--- config.mk ---
export PLATFORM = sky130hd
export DESIGN_NAME = dieu_khien_cong_noi_tiep_flat
export DESIGN_NICKNAME = d
export VERILOG_FILES = /design/src/rtl/dieu_khien_cong_noi_tiep_if.sv /design/src/rtl/dieu_khien_cong_noi_tiep.sv /design/src/flat_wrapper.sv
export SDC_FILE = /design/constraint.sdc
export NUM_CORES = 1
export LEC_CHECK = 0
export CORE_AREA = 2 2 91 71
export DETAILED_ROUTE_END_ITERATION = 8
export DIE_AREA = 0 0 93 73
export GPL_ROUTABILITY_DRIVEN = 0
export PLACE_DENSITY = 0.74
export REMOVE_ABC_BUFFERS = 1
export SYNTH_ARGS = -nofsm -noshare
export SYNTH_HDL_FRONTEND = slang
export SYNTH_SLANG_ARGS = --single-unit
--- constraint.sdc ---
create_clock -name clk -period 5.5 [get_ports clk]
set_input_delay 1.375 -clock clk [delete_from_list [all_inputs] [get_ports clk]]
set_output_delay 1.375 -clock clk [all_outputs]
set_load 0.02 [all_outputs]
--- src/rtl/dieu_khien_cong_noi_tiep_if.sv ---
// -----------------------------------------------------------------------------
// dieu_khien_cong_noi_tiep_if
// Host-side bus of the nibble-serial add sequencer.
//   start       host -> seq : operation request, looked at only while idle
//   a, b, cin   host -> seq : operands and carry-in, captured with an accepted start
//   sub         host -> seq : subtract select (only when SERIAL_SUB_EN is defined)
//   busy        seq -> host : operation in progress (RUN or DONE)
//   done        seq -> host : one-cycle pulse, sum/cout valid
//   sum, cout   seq -> host : result, held until the next accepted start
// Modports: master = host side, slave = sequencer side.
// Optional feature macro: SERIAL_SUB_EN.
// -----------------------------------------------------------------------------
interface dieu_khien_cong_noi_tiep_if #(
    parameter int WIDTH = 16
);
    logic             start;
    logic [WIDTH-1:0] a;
    logic [WIDTH-1:0] b;
    logic             cin;
`ifdef SERIAL_SUB_EN
    logic             sub;
`endif
    logic             busy;
    logic             done;
    logic [WIDTH-1:0] sum;
    logic             cout;

`ifdef SERIAL_SUB_EN
    modport master (output start, a, b, cin, sub, input busy, done, sum, cout);
    modport slave  (input start, a, b, cin, sub, output busy, done, sum, cout);
`else
    modport master (output start, a, b, cin, input busy, done, sum, cout);
    modport slave  (input start, a, b, cin, output busy, done, sum, cout);
`endif
endinterface

--- src/rtl/dieu_khien_cong_noi_tiep.sv ---
// -----------------------------------------------------------------------------
// dieu_khien_cong_noi_tiep
// Nibble-serial sequencer driving one external 4-bit full-adder slice.
// Adds two WIDTH-bit operands in WIDTH/4 steps, least-significant nibble first,
// rippling the carry through a local carry register. Contains no adder itself.
//
// Ports
//   clk, rst     : clock (rising edge), asynchronous active-high reset
//   host         : host bus (start/a/b/cin[/sub] in, busy/done/sum/cout out)
//   add_a, add_b : current nibble of the captured operands, to the slice
//   add_c0       : carry register, to the slice carry-in
//   add_s, add_c4: slice sum nibble and carry-out
//   dbg_state    : current FSM state (0 IDLE, 1 RUN, 2 DONE)
//
// Handshake: start is a level sampled only in IDLE; when sampled high at a
// rising edge the operands are captured and busy rises. Starts seen while busy
// are dropped, never queued. done is a single-cycle pulse that appears NIBBLES
// edges after the accepting edge; sum/cout stay valid until the next accepted
// start. busy covers RUN and DONE.
//
// Optional feature macro: SERIAL_SUB_EN (adds host.sub; sub=1 computes a-b,
// cout=1 meaning no borrow).
// -----------------------------------------------------------------------------
module dieu_khien_cong_noi_tiep #(
    parameter int WIDTH = 16
) (
    input  logic                          clk,
    input  logic                          rst,
    dieu_khien_cong_noi_tiep_if.slave     host,
    output logic [3:0]                    add_a,
    output logic [3:0]                    add_b,
    output logic                          add_c0,
    input  logic [3:0]                    add_s,
    input  logic                          add_c4,
    output logic [1:0]                    dbg_state
);
    localparam int NIBBLES = WIDTH / 4;
    localparam int IDX_W   = (NIBBLES > 1) ? $clog2(NIBBLES) : 1;
    localparam logic [IDX_W-1:0] LAST_IDX = IDX_W'(NIBBLES - 1);

    typedef enum logic [1:0] {
        S_IDLE = 2'd0,
        S_RUN  = 2'd1,
        S_DONE = 2'd2
    } state_t;

    state_t           state_q, state_d;
    logic [IDX_W-1:0] idx_q, idx_d;
    logic [WIDTH-1:0] a_q, a_d;
    logic [WIDTH-1:0] b_q, b_d;
    logic [WIDTH-1:0] sum_q, sum_d;
    logic             carry_q, carry_d;
    logic             cout_q, cout_d;

    always_ff @(posedge clk or posedge rst) begin
        if (rst) begin
            state_q <= S_IDLE;
            idx_q   <= '0;
            a_q     <= '0;
            b_q     <= '0;
            sum_q   <= '0;
            carry_q <= 1'b0;
            cout_q  <= 1'b0;
        end else begin
            state_q <= state_d;
            idx_q   <= idx_d;
            a_q     <= a_d;
            b_q     <= b_d;
            sum_q   <= sum_d;
            carry_q <= carry_d;
            cout_q  <= cout_d;
        end
    end

    always_comb begin
        state_d = state_q;
        idx_d   = idx_q;
        a_d     = a_q;
        b_d     = b_q;
        sum_d   = sum_q;
        carry_d = carry_q;
        cout_d  = cout_q;
        case (state_q)
            S_IDLE: begin
                if (host.start) begin
                    a_d     = host.a;
`ifdef SERIAL_SUB_EN
                    // Subtraction as a + ~b + 1; the final carry is the no-borrow flag.
                    b_d     = host.sub ? ~host.b : host.b;
                    carry_d = host.sub ? 1'b1 : host.cin;
`else
                    b_d     = host.b;
                    carry_d = host.cin;
`endif
                    idx_d   = '0;
                    sum_d   = '0;
                    cout_d  = 1'b0;
                    state_d = S_RUN;
                end
            end
            S_RUN: begin
                sum_d[{idx_q, 2'b00} +: 4] = add_s;
                carry_d = add_c4;
                if (idx_q == LAST_IDX) begin
                    // Wrap idx so it never leaves 0..NIBBLES-1 for any WIDTH.
                    idx_d   = '0;
                    cout_d  = add_c4;
                    state_d = S_DONE;
                end else begin
                    idx_d = idx_q + 1'b1;
                end
            end
            S_DONE: begin
                state_d = S_IDLE;
            end
            default: begin
                state_d = S_IDLE;
            end
        endcase
    end

    // Slice inputs are only meaningful in RUN; park them at zero otherwise.
    always_comb begin
        add_a  = 4'h0;
        add_b  = 4'h0;
        add_c0 = 1'b0;
        if (state_q == S_RUN) begin
            add_a  = a_q[{idx_q, 2'b00} +: 4];
            add_b  = b_q[{idx_q, 2'b00} +: 4];
            add_c0 = carry_q;
        end
    end

    assign host.busy = (state_q != S_IDLE);
    assign host.done = (state_q == S_DONE);
    assign host.sum  = sum_q;
    assign host.cout = cout_q;
    assign dbg_state = state_q;

endmodule

--- src/flat_wrapper.sv ---
// flat-port wrapper written by rule: the top's interface ports become plain ports
module dieu_khien_cong_noi_tiep_flat 
#(
    parameter int WIDTH = 16
)
  (clk, rst, add_a, add_b, add_c0, add_s, add_c4, dbg_state, host_start, host_a, host_b, host_cin, host_busy, host_done, host_sum, host_cout);
  dieu_khien_cong_noi_tiep_if #(.WIDTH(WIDTH)) host_i ();
  input  logic clk;
  input  logic rst;
  output logic [3:0] add_a;
  output logic [3:0] add_b;
  output logic add_c0;
  input  logic [3:0] add_s;
  input  logic add_c4;
  output logic [1:0] dbg_state;
  input wire logic [$bits(host_i.start)-1:0] host_start;
  input wire logic [$bits(host_i.a)-1:0] host_a;
  input wire logic [$bits(host_i.b)-1:0] host_b;
  input wire logic [$bits(host_i.cin)-1:0] host_cin;
  output wire logic [$bits(host_i.busy)-1:0] host_busy;
  output wire logic [$bits(host_i.done)-1:0] host_done;
  output wire logic [$bits(host_i.sum)-1:0] host_sum;
  output wire logic [$bits(host_i.cout)-1:0] host_cout;
  assign host_i.start = host_start;
  assign host_i.a = host_a;
  assign host_i.b = host_b;
  assign host_i.cin = host_cin;
  assign host_busy = host_i.busy;
  assign host_done = host_i.done;
  assign host_sum = host_i.sum;
  assign host_cout = host_i.cout;
  dieu_khien_cong_noi_tiep #(.WIDTH(WIDTH)) u_core (.clk(clk), .rst(rst), .host(host_i), .add_a(add_a), .add_b(add_b), .add_c0(add_c0), .add_s(add_s), .add_c4(add_c4), .dbg_state(dbg_state));
endmodule
# ---- Word level (Yosys, flattened, before mapping)
# Index checks and enable logic that the tools add are counted.
dict set report totals {
  reg_bits 54
  word_cells 42
}
dict set report classes {
  add_sub_neg 2
  n_eq_ne 5
  shifts 4
  n_mux 17
  n_reduce_logical 7
}
# op n
set op_table {}
lappend op_table {{case mux 16 bit (2 select lines)} 1}
lappend op_table {{indexed part select 16 x 5 -> 4 bit} 2}
lappend op_table {{bitwise mux 16 bit} 1}
lappend op_table {{2-to-1 mux 16 bit} 1}
lappend op_table {{variable shift 4 x 6 -> 16 bit (first input constant)} 1}
lappend op_table {{indexed part select 4 x 6 -> 16 bit} 1}
lappend op_table {{2-to-1 mux 2 bit} 4}
lappend op_table {{2-to-1 mux 4 bit} 2}
lappend op_table {{case mux 2 bit (2 select lines)} 2}
lappend op_table {{negator 4 -> 6 bit} 1}
lappend op_table {{AND reduction 2 bit} 3}
lappend op_table {{equality test 2 bit (second input constant)} 2}
lappend op_table {{2-to-1 mux 1 bit} 4}
lappend op_table {{case mux 1 bit (2 select lines)} 2}
lappend op_table {{nonzero test 2 bit} 2}
lappend op_table {{AND reduction 3 bit} 1}
lappend op_table {{adder 2 x 1 -> 2 bit (second input constant)} 1}
lappend op_table {{equality test 2 x 1 -> 1 bit (second input constant)} 1}
lappend op_table {{zero test 2 bit} 1}
lappend op_table {{inequality test 2 x 1 -> 1 bit (second input constant)} 1}
lappend op_table {{inequality test 2 bit (second input constant)} 1}

# ---- Longest topological paths before layout
# Gate-level depths: netlist (run 1).
dict set report logic_depth {
  word_depth 4
  depth_mapped 6
}

# ---- Worst setup path before layout (run 1)
# OpenSTA, ideal clock, no wires.
dict set report synth_path {
  kind {flip-flop to output port}
  startpoint {register u_core.idx_q[0]}
  endpoint {output add_a[0]}
  t_arrival_ns 1.352
  required_time_ns 4.125
  setup_slack_ns 2.773
  path_stages_with_launch 4
  cell_sequence {dfrtp_1 -> buf_6 -> mux4_2 -> and2_1}
}
dict set report synth_between {
  elab_chain_cells 2
}
# item line_no
set synth_rtl {}
lappend synth_rtl {{start, declared} dieu_khien_cong_noi_tiep.sv:48} ;# logic [IDX_W-1:0] idx_q, idx_d;
lappend synth_rtl {{start signal, assigned} dieu_khien_cong_noi_tiep.sv:66} ;# idx_q <= idx_d;
lappend synth_rtl {{indexed part select 16 x 5 -> 4 bit} dieu_khien_cong_noi_tiep.sv:128} ;# add_a = a_q[{idx_q, 2'b00} +: 4];
lappend synth_rtl {{2-to-1 mux 4 bit} dieu_khien_cong_noi_tiep.sv:127} ;# if (state_q == S_RUN) begin
lappend synth_rtl {{end, declared} flat_wrapper.sv:10} ;# output logic [3:0] add_a;
# Every way passes these cells.

# ---- Worst setup path in the final report (run 1)
dict set report layout_path {
  startpoint {register u_core.idx_q[0]}
  endpoint {output add_b[0]}
}
dict set report layout_between {
  elab_chain_cells 2
}
# item line_no
set layout_rtl {}
lappend layout_rtl {{indexed part select 16 x 5 -> 4 bit} dieu_khien_cong_noi_tiep.sv:129} ;# add_b = b_q[{idx_q, 2'b00} +: 4];
lappend layout_rtl {{2-to-1 mux 4 bit} dieu_khien_cong_noi_tiep.sv:127}
lappend layout_rtl {{end, declared} flat_wrapper.sv:11} ;# output logic [3:0] add_b;
# Every way passes these cells.

==> out/summary.log, run 1 <==
qor: place.place_inst 385
qor: route.routed_wire_length_per_instance 13.5 µm
qor: die.floorplan.initialDensity 42.5%
qor: logic_synthesis.syn_avg_cell_area 10.4 µm²
qor: layout.fillerInstances 531
qor: clock_network.tritoncts.num_buffers 5
qor: worst_setup_path.cp-start-kind register
qor: timing.timing.setup.tns 0 ns
qor: logic_synthesis.async_flop_share 100%
qor: logic_synthesis.post_synth_inst_count 245
qor: route.drt_first_iter_violations 142
qor: layout.utilization 57.0%
qor: route.postRouteWirelength 5290 µm
qor: power.total_power 1.86 mW
qor: clock_network.clock-sinks 54
qor: timing.final-hold-violation-count 0
qor: clock_network.cts_tree done
qor: power.switching_power 0.688 mW
qor: global_route.grt_antenna_before_repair 0
qor: timing.rsz0062_at_grt no
qor: die.site_row_count 25
qor: logic_synthesis.synth.area.top_cells dfrtp_1 (53%), nand2_1 (16%), mux4_2 (4.4%), a22o_1 (4.1%), mux4_1 (3.1%)
qor: clock_network.cts_repair_resize_count 0
qor: route.drt.antenna.violating_nets 0
qor: worst_setup_path.worst-path-max-fanout 16
qor: die.die_area 6790 µm²
qor: min_path.worst_hold_path.num_cells 2
qor: power.power.internal 1.17 mW
qor: worst_setup_path.worstPathRequired 4.12 ns
qor: power.power.density_cell_area 543 nW/µm²
qor: timing.timing.slew.headroom 25.3%
qor: power.p_seq_share 37.1%
qor: timing.post-route-min-period 3.87 ns
qor: power.sw_frac_of_total 37.0%
qor: clock_network.postCtsSetupRepairBufs 0
qor: global_route.largest_net_degree_at_the_start_of_global_routing 55
qor: run.drv_cap 0
qor: min_path.whs_endpoint u_core.b_q[4]
qor: worst_setup_path.worst_r2r_endpoint u_core.host.sum[14]
qor: run_status.outcome completed
qor: logic_synthesis.post_synth_most_frequent_cells nand2_1 (107), dfrtp_1 (54), a22o_1 (12)
qor: clock_network.post_cts_hold_buffer_count 0
qor: clock_network.ctsRootBufferMaster clkbuf_8
qor: die.design.core.area 6010 µm²
qor: timing.finalCritPeriodShare 70.4%
qor: layout.synthToLayoutAreaGrowth 33.9%
qor: worst_setup_path.crit_arrival 2.50 ns
qor: layout.post_route_cells_drive_above_1_share 7.69%
qor: worst_setup_path.timing.reg2reg.setup_slack 3.35 ns
qor: min_path.min-delay-path-class reg -> reg
qor: power.power.share.combinational 45.5%
qor: global_route.number_of_global_route_vias_before_repair 1825
qor: die.die_height 73 µm
qor: route.post-route-drc-count 0
qor: power.ir_worst_vdd 0.000272 V
qor: global_route.grt_pass1_wl 8780 µm
qor: logic_synthesis.synth_top_area_share 52.9%
qor: place.post-dp-hpwl 3680 µm
qor: timing.drv_slew 0
qor: die.fp.dieW 93 µm
qor: clock_network.cts.htree.levels 2
qor: clock_network.clk-insertion-delay-late 0.31 ns
qor: logic_synthesis.synth.cell_area 2550 µm²
qor: timing.setup_viol_count_final 0
qor: logic_synthesis.synth_enable_flop_cells 0
qor: worst_setup_path.setup.worst_path.class reg -> out
qor: timing.worst_pin_slew 1.12 ns
qor: logic_synthesis.synthesized_flop_and_latch_total 54
qor: logic_synthesis.yosysUniqueCellTypes 27
qor: global_route.globalRoute.totalOverflow 0
qor: worst_setup_path.reg2reg_from u_core.idx_q[0]
qor: timing.clock.fmax 258 MHz
qor: timing.finalClockSkew 0.0119 ns
qor: layout.finalNonFillerCells 393
qor: power.total_leakage_power 1.62 nW
qor: route.routed-via-count 1917
qor: min_path.hold_path_startpoint u_core.b_q[4]
qor: worst_setup_path.worst-r2r-cell-count 5
qor: logic_synthesis.yosys_warnings 0
qor: logic_synthesis.yosysSeqAreaShare 52.9%
qor: place.placement.io_buffers 70
qor: logic_synthesis.yosysTopAreaCell dfrtp_1
qor: worst_setup_path.end_kind output pin
qor: clock_network.ctsLongestPathBuffers 2
qor: route.drtPass1Iterations 4
qor: logic_synthesis.synthFlopType dfrtp_1
qor: die.ioPinCount 71
qor: global_route.track_usage 16.8%
qor: power.clock_power_share 17.3%
qor: layout.num-nets-final 358
qor: layout.antennaDiodeCount 0
qor: clock_network.cts.clk_slew.worst_paths 0.10 ns
qor: logic_synthesis.yosys.cell_count.top_type nand2_1
qor: route.drt-vias-per-instance 4.88
## worst max path at each step
stage	from	end	cells after the start
final	u_core.idx_q[0]	add_b[0]	3
after global routing	u_core.idx_q[0]	add_b[0]	3
after CTS	u_core.idx_q[0]	add_b[0]	3
after detailed placement	u_core.idx_q[0]	add_b[0]	3
after global placement	u_core.idx_q[0]	add_b[0]	3
after floorplan	u_core.dbg_state[0]	add_a[0]	2
## power groups by stage
| stage | combinational [mW] | sequential [mW] | clock [mW] |
|---|---|---|---|
| 6_report | 0.845 | 0.689 | 0.322 |
| 5_1_grt | 0.932 | 0.716 | 0.341 |
| 4_1_cts | 0.859 | 0.694 | 0.328 |
| 3_5_place_dp | 0.855 | 0.701 | 0 |
| 3_3_place_gp | 0.833 | 0.694 | 0 |
| 2_1_floorplan | 0.506 | 0.702 | 0 |
## layout by cell type (no fill, tap or decap)
| cell type | synthesis | final |
|---|---|---|
| nand2_1 | 107 | 107 |
| clkdlybuf4s50_1 | 0 | 70 |
| dfrtp_1 | 54 | 54 |
| a22o_1 | 12 | 12 |
| and2_1 | 10 | 10 |
| nand3_1 | 7 | 7 |
| o21ai_0 | 6 | 6 |
| ha_1 | 6 | 6 |
| clkbuf_8 | 0 | 6 |
| mux4_2 | 5 | 5 |
| a21o_1 | 3 | 3 |
| mux4_1 | 3 | 3 |
| nand2b_1 | 2 | 2 |
| inv_2 | 1 | 2 |
| nor4_4 | 2 | 2 |
| nor2b_1 | 2 | 2 |
| o31ai_1 | 2 | 2 |
| bufinv_16 | 0 | 2 |
| buf_4 | 0 | 2 |
| nor3b_4 | 0 | 1 |
| or3b_1 | 1 | 1 |
| nand2b_4 | 1 | 1 |
| a22oi_1 | 1 | 1 |
| nor4b_2 | 1 | 1 |
| or2_2 | 1 | 1 |
| inv_1 | 2 | 1 |
| mux2i_1 | 1 | 1 |
| and4bb_2 | 1 | 1 |
## registers in the layout (all words and copies together), names as in the netlist
register / count
u_core.idx_q: 2
u_core.carry_q: 1
u_core.a_q: 16
u_core.dbg_state: 2
u_core.host.cout: 1
u_core.b_q: 16
u_core.host.sum: 16
## per-stage QoR
stage | area (µm²) | hold WS [ns] | setup slack, ns
final | 3420 | 0.474 | 1.63
after global routing | 3420 | 0.500 | 1.46
after CTS | 3420 | 0.478 | 1.56
after detailed placement | 3280 | 0.455 | 1.92
after global placement | 3280 | 0.451 | 1.94
after floorplan | 2450 | 0.437 | 2.57
## cells by family (layout without fill, tap and decap cells)
| family | Yosys count | count (layout) | share of synthesized area [%] |
|---|---|---|---|
| AOI/OAI and AO/OA | 24 | 24 | 7.05 |
| adders and majority gates | 6 | 6 | 2.94 |
| buffers and inverters | 16 | 83 | 4.36 |
| DFF | 54 | 54 | 52.9 |
| muxes | 9 | 9 | 7.88 |
| and+or+nand+nor | 136 | 136 | 24.9 |
## worst max-delay path: stages (launching register included)
cell	delay [ns]
dfrtp_1	0.85
mux4_1	0.62
and2_1	0.18
clkdlybuf4s50_1	0.53
## layout make-up
class | instances | area (µm²) | area share (%)
Tap cell | 81 | 101 | 2.96
Multi-Input combinational cell | 175 | 1100 | 32.1
Clock inverter | 2 | 60.1 | 1.76
Timing Repair Buffer | 72 | 716 | 20.9
Sequential cell | 54 | 1350 | 39.5
Clock buffer | 6 | 82.6 | 2.41
Inverter | 3 | 11.3 | 0.329
## layer usage
| metal | vias up | part of all wire, % | GRT usage, % |
|---|---|---|---|
| met3 | 5 | 7.3 | 4.96 |
| met5 | - | 0 | 0 |
| met1 | 911 | 47 | 23.3 |
| met4 | 0 | 1.0 | 4.41 |
| met2 | 54 | 45 | 26.0 |
| li1 | 947 | - | - |
No activity file was read; power rests on OpenSTA's default activity.
==> run 2, diff against run 1 <==
- CORE_AREA: 2 2 91 71 -> 2 2 93 72
- DIE_AREA: 0 0 93 73 -> 0 0 95 74
- clock period: 5.5 -> 3.51 ns (I/O delays scaled with it)
==> run 2 against run 1 <==
Net effect: core utilization is 1.4 points lower; clock power is 28% higher; cell area is essentially flat; sequential power increased by 52%; first-iteration DRC count decreased by 69%; die area up 3.5%; non-clock buffer count rose by 5; wire length rose by 3.8%; combinational power increased by 63%; flip-flop and latch count is the same; largest cell class unchanged.
==> out/summary.log, run 2 (synthesis gave the netlist of run 1 again) <==
qor: run_status.outcome completed
qor: place.post-dp-hpwl 4090 µm
qor: worst_setup_path.crit_arrival 2.38 ns
qor: place.placement.io_buffers 70
qor: worst_setup_path.timing.critical_path.cells mux4_1, and2_1, clkdlybuf4s50_1
qor: worst_setup_path.critical_path.top_delay_family flip-flops
qor: die.floorplan.initialDensity 41.5%
qor: worst_setup_path.cp-start-kind register
qor: clock_network.clock-sinks 54
qor: global_route.number_of_global_route_vias_before_repair 1893
qor: clock_network.cts.htree.levels 2
qor: global_route.grt_pass1_wl 9060 µm
qor: layout.final_design_area_no_fill 3420 µm²
qor: timing.setup_viol_count_final 0
qor: timing.timing.slew.headroom 59.9%
qor: worst_setup_path.setup.worst_path.end add_a[3]
qor: layout.num-nets-final 363
qor: global_route.grt_antenna_before_repair 0
qor: route.drt.antenna.violating_nets 0
qor: power.total_leakage_power 1.62 nW
qor: worst_setup_path.end_kind output pin
qor: route.routed_wire_length_per_instance 13.8 µm
qor: route.wl_met3 260 µm
qor: timing.post-route-min-period 3.25 ns
qor: layout.layout.cells.most_common nand2_1
qor: worst_setup_path.cp-startpoint u_core.idx_q[0]
qor: worst_setup_path.reg2reg_from u_core.idx_q[0]
qor: min_path.min-delay-path-class reg -> reg
qor: die.fp.dieW 95 µm
qor: worst_setup_path.crit_buf_inv 1
qor: timing.worst_pin_slew 0.601 ns
qor: worst_setup_path.worstPathRequired 2.63 ns
qor: timing.finalCritPeriodShare 92.7%
qor: clock_network.postCtsSetupRepairBufs 0
qor: route.route.top_layer_used met4
qor: clock_network.post_cts_hold_buffer_count 0
qor: route.drt-met1-wl 2560 µm
qor: timing.final-hold-violation-count 0
qor: global_route.largest_net_degree_at_the_start_of_global_routing 24
qor: clock_network.cts_repair_resize_count 0
qor: clock_network.ctsRootBufferMaster clkbuf_8
qor: timing.drv_slew 0
qor: worst_setup_path.worst-path-max-fanout 12
qor: layout.post_route_cells_drive_above_1_share 8.52%
qor: global_route.track_usage 17.0%
qor: layout.antennaDiodeCount 0
qor: timing.clock.fmax 307 MHz
qor: power.ir_worst_vdd 0.000327 V
qor: worst_setup_path.worst-r2r-cell-count 5
qor: route.met2_routed_length 2590 µm
qor: clock_network.cts.clk_slew.worst_paths 0.09 ns
qor: worst_setup_path.setup.worst_path.class reg -> out
qor: die.site_row_count 25
qor: route.drtPass1Iterations 4
qor: timing.timing.setup.tns 0 ns
qor: layout.synthToLayoutAreaGrowth 33.9%
qor: timing.finalClockSkew 0.0136 ns
qor: route.postRouteWirelength 5490 µm
qor: clock_network.ctsLongestPathBuffers 2
qor: global_route.globalRoute.totalOverflow 0
qor: worst_setup_path.worst_r2r_endpoint u_core.host.sum[0]
qor: die.design.core.area 6160 µm²
qor: layout.layout.cells.most_common_list nand2_1 (107), clkdlybuf4s50_1 (70), dfrtp_1 (54), a22o_1 (12), and2_1 (10)
qor: die.die_height 74 µm
qor: route.post-route-drc-count 0
qor: worst_setup_path.timing.reg2reg.setup_slack 1.37 ns
qor: power.power.density_cell_area 829 nW/µm²
qor: die.ioPinCount 71
qor: route.routed-via-count 1908
qor: run.drv_cap 0
qor: clock_network.clk-insertion-delay-late 0.31 ns
qor: layout.fillerInstances 556
qor: route.drt_first_iter_violations 44
qor: timing.worst_hold_slack 0.474 ns
qor: place.place_area 3320 µm²
qor: die.die_area 7030 µm²
qor: worst_setup_path.critical_path_cell_count 3
qor: timing.rsz0062_at_grt no
qor: worst_setup_path.critical-path-slowest-cell dfrtp_1
qor: route.drt-vias-per-instance 4.79
qor: worst_setup_path.crit_path_max_incr_delay 0.74 ns
qor: clock_network.cts_tree done
qor: clock_network.tritoncts.num_buffers 5
## run 2: cell count changes in the layout (fill, tap and decap cells not counted), sizes merged
cell    previous run  this run
clkbuf             6         7
buf                2         7
bufinv             2         1
## run 2: where the power goes
group          internal, mW  total (mW)  switching (mW)  leakage, nW
clock network         0.214       0.411           0.197       0.0524
registers             0.870        1.05           0.178        0.692
logic                 0.679        1.38           0.700        0.876
## run 2: stage by stage
step	utilization [%]	setup slack, ns	total power [mW]	instances
finish	55.5	0.255	2.84	398
CTS	55.5	0.201	2.88	398
global placement	53.8	0.551	2.42	390
global route	55.5	0.106	3.05	398
floorplan	-	1.08	1.89	232
detailed placement	53.8	0.558	2.46	390
## run 2: metal layers
layer / GRT usage [%] / vias to the layer above
met5: 0 / -
met4: 5.80 / 0
met3: 3.55 / 8
met2: 27.3 / 47
met1: 23.5 / 901
li1: - / 952
## run 2: final cells by class
type                       instances  area (µm²)  area share [%]
clock buffer                       7        76.3            2.23
clock inverter                     1        30.0           0.878
inverter                           3        11.3           0.329
multi-input combinational        175        1100            32.1
sequential                        54        1350            39.5
tap                               81         101            2.96
timing repair buffer              77         753            22.0
## run 2: how the worst min path moves through the flow
stage | cells after the start | to | start
global placement | 2 | u_core.a_q[15] | u_core.a_q[15]
floorplan | 2 | u_core.a_q[7] | u_core.a_q[7]
global route | 2 | u_core.b_q[3] | u_core.b_q[3]
detailed placement | 2 | u_core.a_q[3] | u_core.a_q[3]
finish | 2 | u_core.a_q[11] | u_core.a_q[11]
CTS | 2 | u_core.a_q[3] | u_core.a_q[3]
## run 2: worst register-to-register path: stages (launching register included)
cell	delay, ns
dfrtp_1	0.74
buf_4	0.25
inv_2	0.08
ha_1	0.36
nor4b_2	0.42
a22o_1	0.20
==> run 3, diff against run 2 <==
- CORE_AREA: 2 2 93 72 -> 2 2 77 86
- DIE_AREA: 0 0 95 74 -> 0 0 79 88
==> run 3 against run 2 <==
Net effect: wire length fell by 4.0%; die area fell by 1.1%; critical endpoint is now add_b[2]; hold slack got worse by 0.0019 ns; core utilization rose by 0.41 points; largest power group unchanged; global-route usage fell by 0.17 points; flip-flop and latch count did not move; sequential power barely moved; largest cell class unchanged; critical path type unchanged; first-iteration DRC count rose by 45%; clock skew fell by 0.011 ns.
==> out/summary.log, run 3 (synthesis gave the netlist of run 1 again) <==
qor: timing.finalWorstSetupSlack 0.205 ns
qor: die.fp.dieW 79 µm
qor: worst_setup_path.worst-path-max-fanout 10
qor: clock_network.clk-insertion-delay-late 0.30 ns
qor: global_route.grt_pass1_wl 9130 µm
qor: global_route.number_of_global_route_vias_before_repair 1994
qor: clock_network.clock-sinks 54
qor: layout.antennaDiodeCount 0
qor: place.place_area 3310 µm²
qor: worst_setup_path.cp-start-kind register
qor: die.design.core.area 6080 µm²
qor: clock_network.ctsLongestPathBuffers 2
qor: timing.drv_slew 0
qor: clock_network.cts_repair_resize_count 0
qor: layout.final_design_area_no_fill 3400 µm²
qor: worst_setup_path.worst-r2r-cell-count 5
qor: worst_setup_path.worstPathRequired 2.63 ns
qor: route.post-route-drc-count 0
qor: global_route.globalRoute.totalOverflow 0
qor: global_route.track_usage 16.9%
qor: global_route.largest_net_degree_at_the_start_of_global_routing 37
qor: power.total_power 2.77 mW
qor: route.drtPass1Iterations 4
qor: layout.layout.cells.most_common_list nand2_1 (107), clkdlybuf4s50_1 (70), dfrtp_1 (54), a22o_1 (12), and2_1 (10)
qor: route.drt-vias-per-instance 4.87
qor: layout.layout.cells.most_common nand2_1
qor: power.total_leakage_power 1.61 nW
qor: die.die_area 6950 µm²
qor: die.die_height 88 µm
qor: clock_network.cts.htree.levels 2
qor: clock_network.post_cts_hold_buffer_count 0
qor: timing.finalCritPeriodShare 94.2%
qor: timing.final-hold-violation-count 0
qor: worst_setup_path.setup.worst_path.class reg -> out
qor: route.routed-via-count 1928
qor: worst_setup_path.crit_arrival 2.43 ns
qor: timing.finalClockSkew 0.00302 ns
qor: route.postRouteWirelength 5270 µm
qor: die.site_row_count 30
qor: power.ir_worst_vdd 0.000336 V
qor: global_route.grt_antenna_before_repair 0
qor: timing.clock.fmax 303 MHz
qor: clock_network.postCtsSetupRepairBufs 0
qor: timing.timing.setup.tns 0 ns
qor: run.drv_cap 0
qor: power.power.density_cell_area 814 nW/µm²
qor: route.drt.antenna.violating_nets 0
qor: place.placement.io_buffers 70
qor: clock_network.cts_tree done
qor: timing.worst_pin_slew 1.18 ns
qor: timing.rsz0062_at_grt no
qor: place.post-dp-hpwl 3840 µm
qor: min_path.worst_hold_path.num_cells 2
qor: layout.num-nets-final 362
qor: place.dpl_worst_slack 0.515 ns
qor: layout.synthToLayoutAreaGrowth 33.2%
qor: min_path.min-delay-path-class reg -> reg
qor: route.drt_first_iter_violations 64
qor: die.floorplan.initialDensity 42.0%
qor: die.ioPinCount 71
qor: clock_network.ctsRootBufferMaster clkbuf_8
qor: route.routed_wire_length_per_instance 13.3 µm
qor: layout.post_route_cells_drive_above_1_share 8.86%
qor: timing.post-route-min-period 3.30 ns
qor: clock_network.cts.clk_slew.worst_paths 0.09 ns
qor: clock_network.tritoncts.num_buffers 5
qor: worst_setup_path.end_kind output pin
qor: run_status.outcome completed
qor: timing.setup_viol_count_final 0
qor: timing.timing.slew.headroom 21.5%
==> run 3: layout make-up <==
class                           instances  area, µm²
Clock buffer                            6       82.6
Clock inverter                          2       12.5
Fill cell                             580       2680
Inverter                                3       11.3
Multi-Input combinational cell        175       1100
Sequential cell                        54       1350
Tap cell                               80        100
Timing Repair Buffer                   76        746
==> run 3: worst paths after layout <==
| path | slack (ns) | endpoint | startpoint |
|---|---|---|---|
| setup / recovery | 0.21 | add_b[2] | u_core.idx_q[0] |
| max in group asynchronous | 2.07 | u_core.a_q[0] | rst |
| min in group asynchronous | 0.86 | u_core.host.sum[2] | rst |
| hold reg to reg | 0.47 | u_core.b_q[7] | u_core.b_q[7] |
| hold / removal | 0.47 | u_core.b_q[7] | u_core.b_q[7] |
| setup reg to reg | 1.43 | u_core.host.sum[2] | u_core.idx_q[0] |
==> run 3: per-stage QoR <==
step	instances	utilization, %	hold slack [ns]
floorplan	232	-	0.437
global placement	388	54.4	0.450
detailed placement	388	54.4	0.456
CTS	396	55.9	0.480
global route	396	55.9	0.500
finish	396	55.9	0.472
==> run 3: metal layers <==
metal / vias up / part of all wire, % / global-route usage [%] / routed length, µm
met5: - / 0 / 0 / 0
met4: 0 / 0.99 / 4.55 / 52
met3: 5 / 5.6 / 4.33 / 297
met2: 52 / 51 / 30.4 / 2710
met1: 920 / 42 / 20.1 / 2220
li1: 951 / - / - / -
==> run 3: power breakdown <==
group	internal, mW	switching, mW
clock	0.159	0.198
combinational	0.670	0.687
sequential	0.870	0.184
total	1.70	1.07
==> run 3: worst max-delay path, cell delays in order (launching register included) <==
cell,delay (ns)
dfrtp_1,0.67
buf_4,0.26
mux4_2,0.49
and2_1,0.17
clkdlybuf4s50_1,0.53
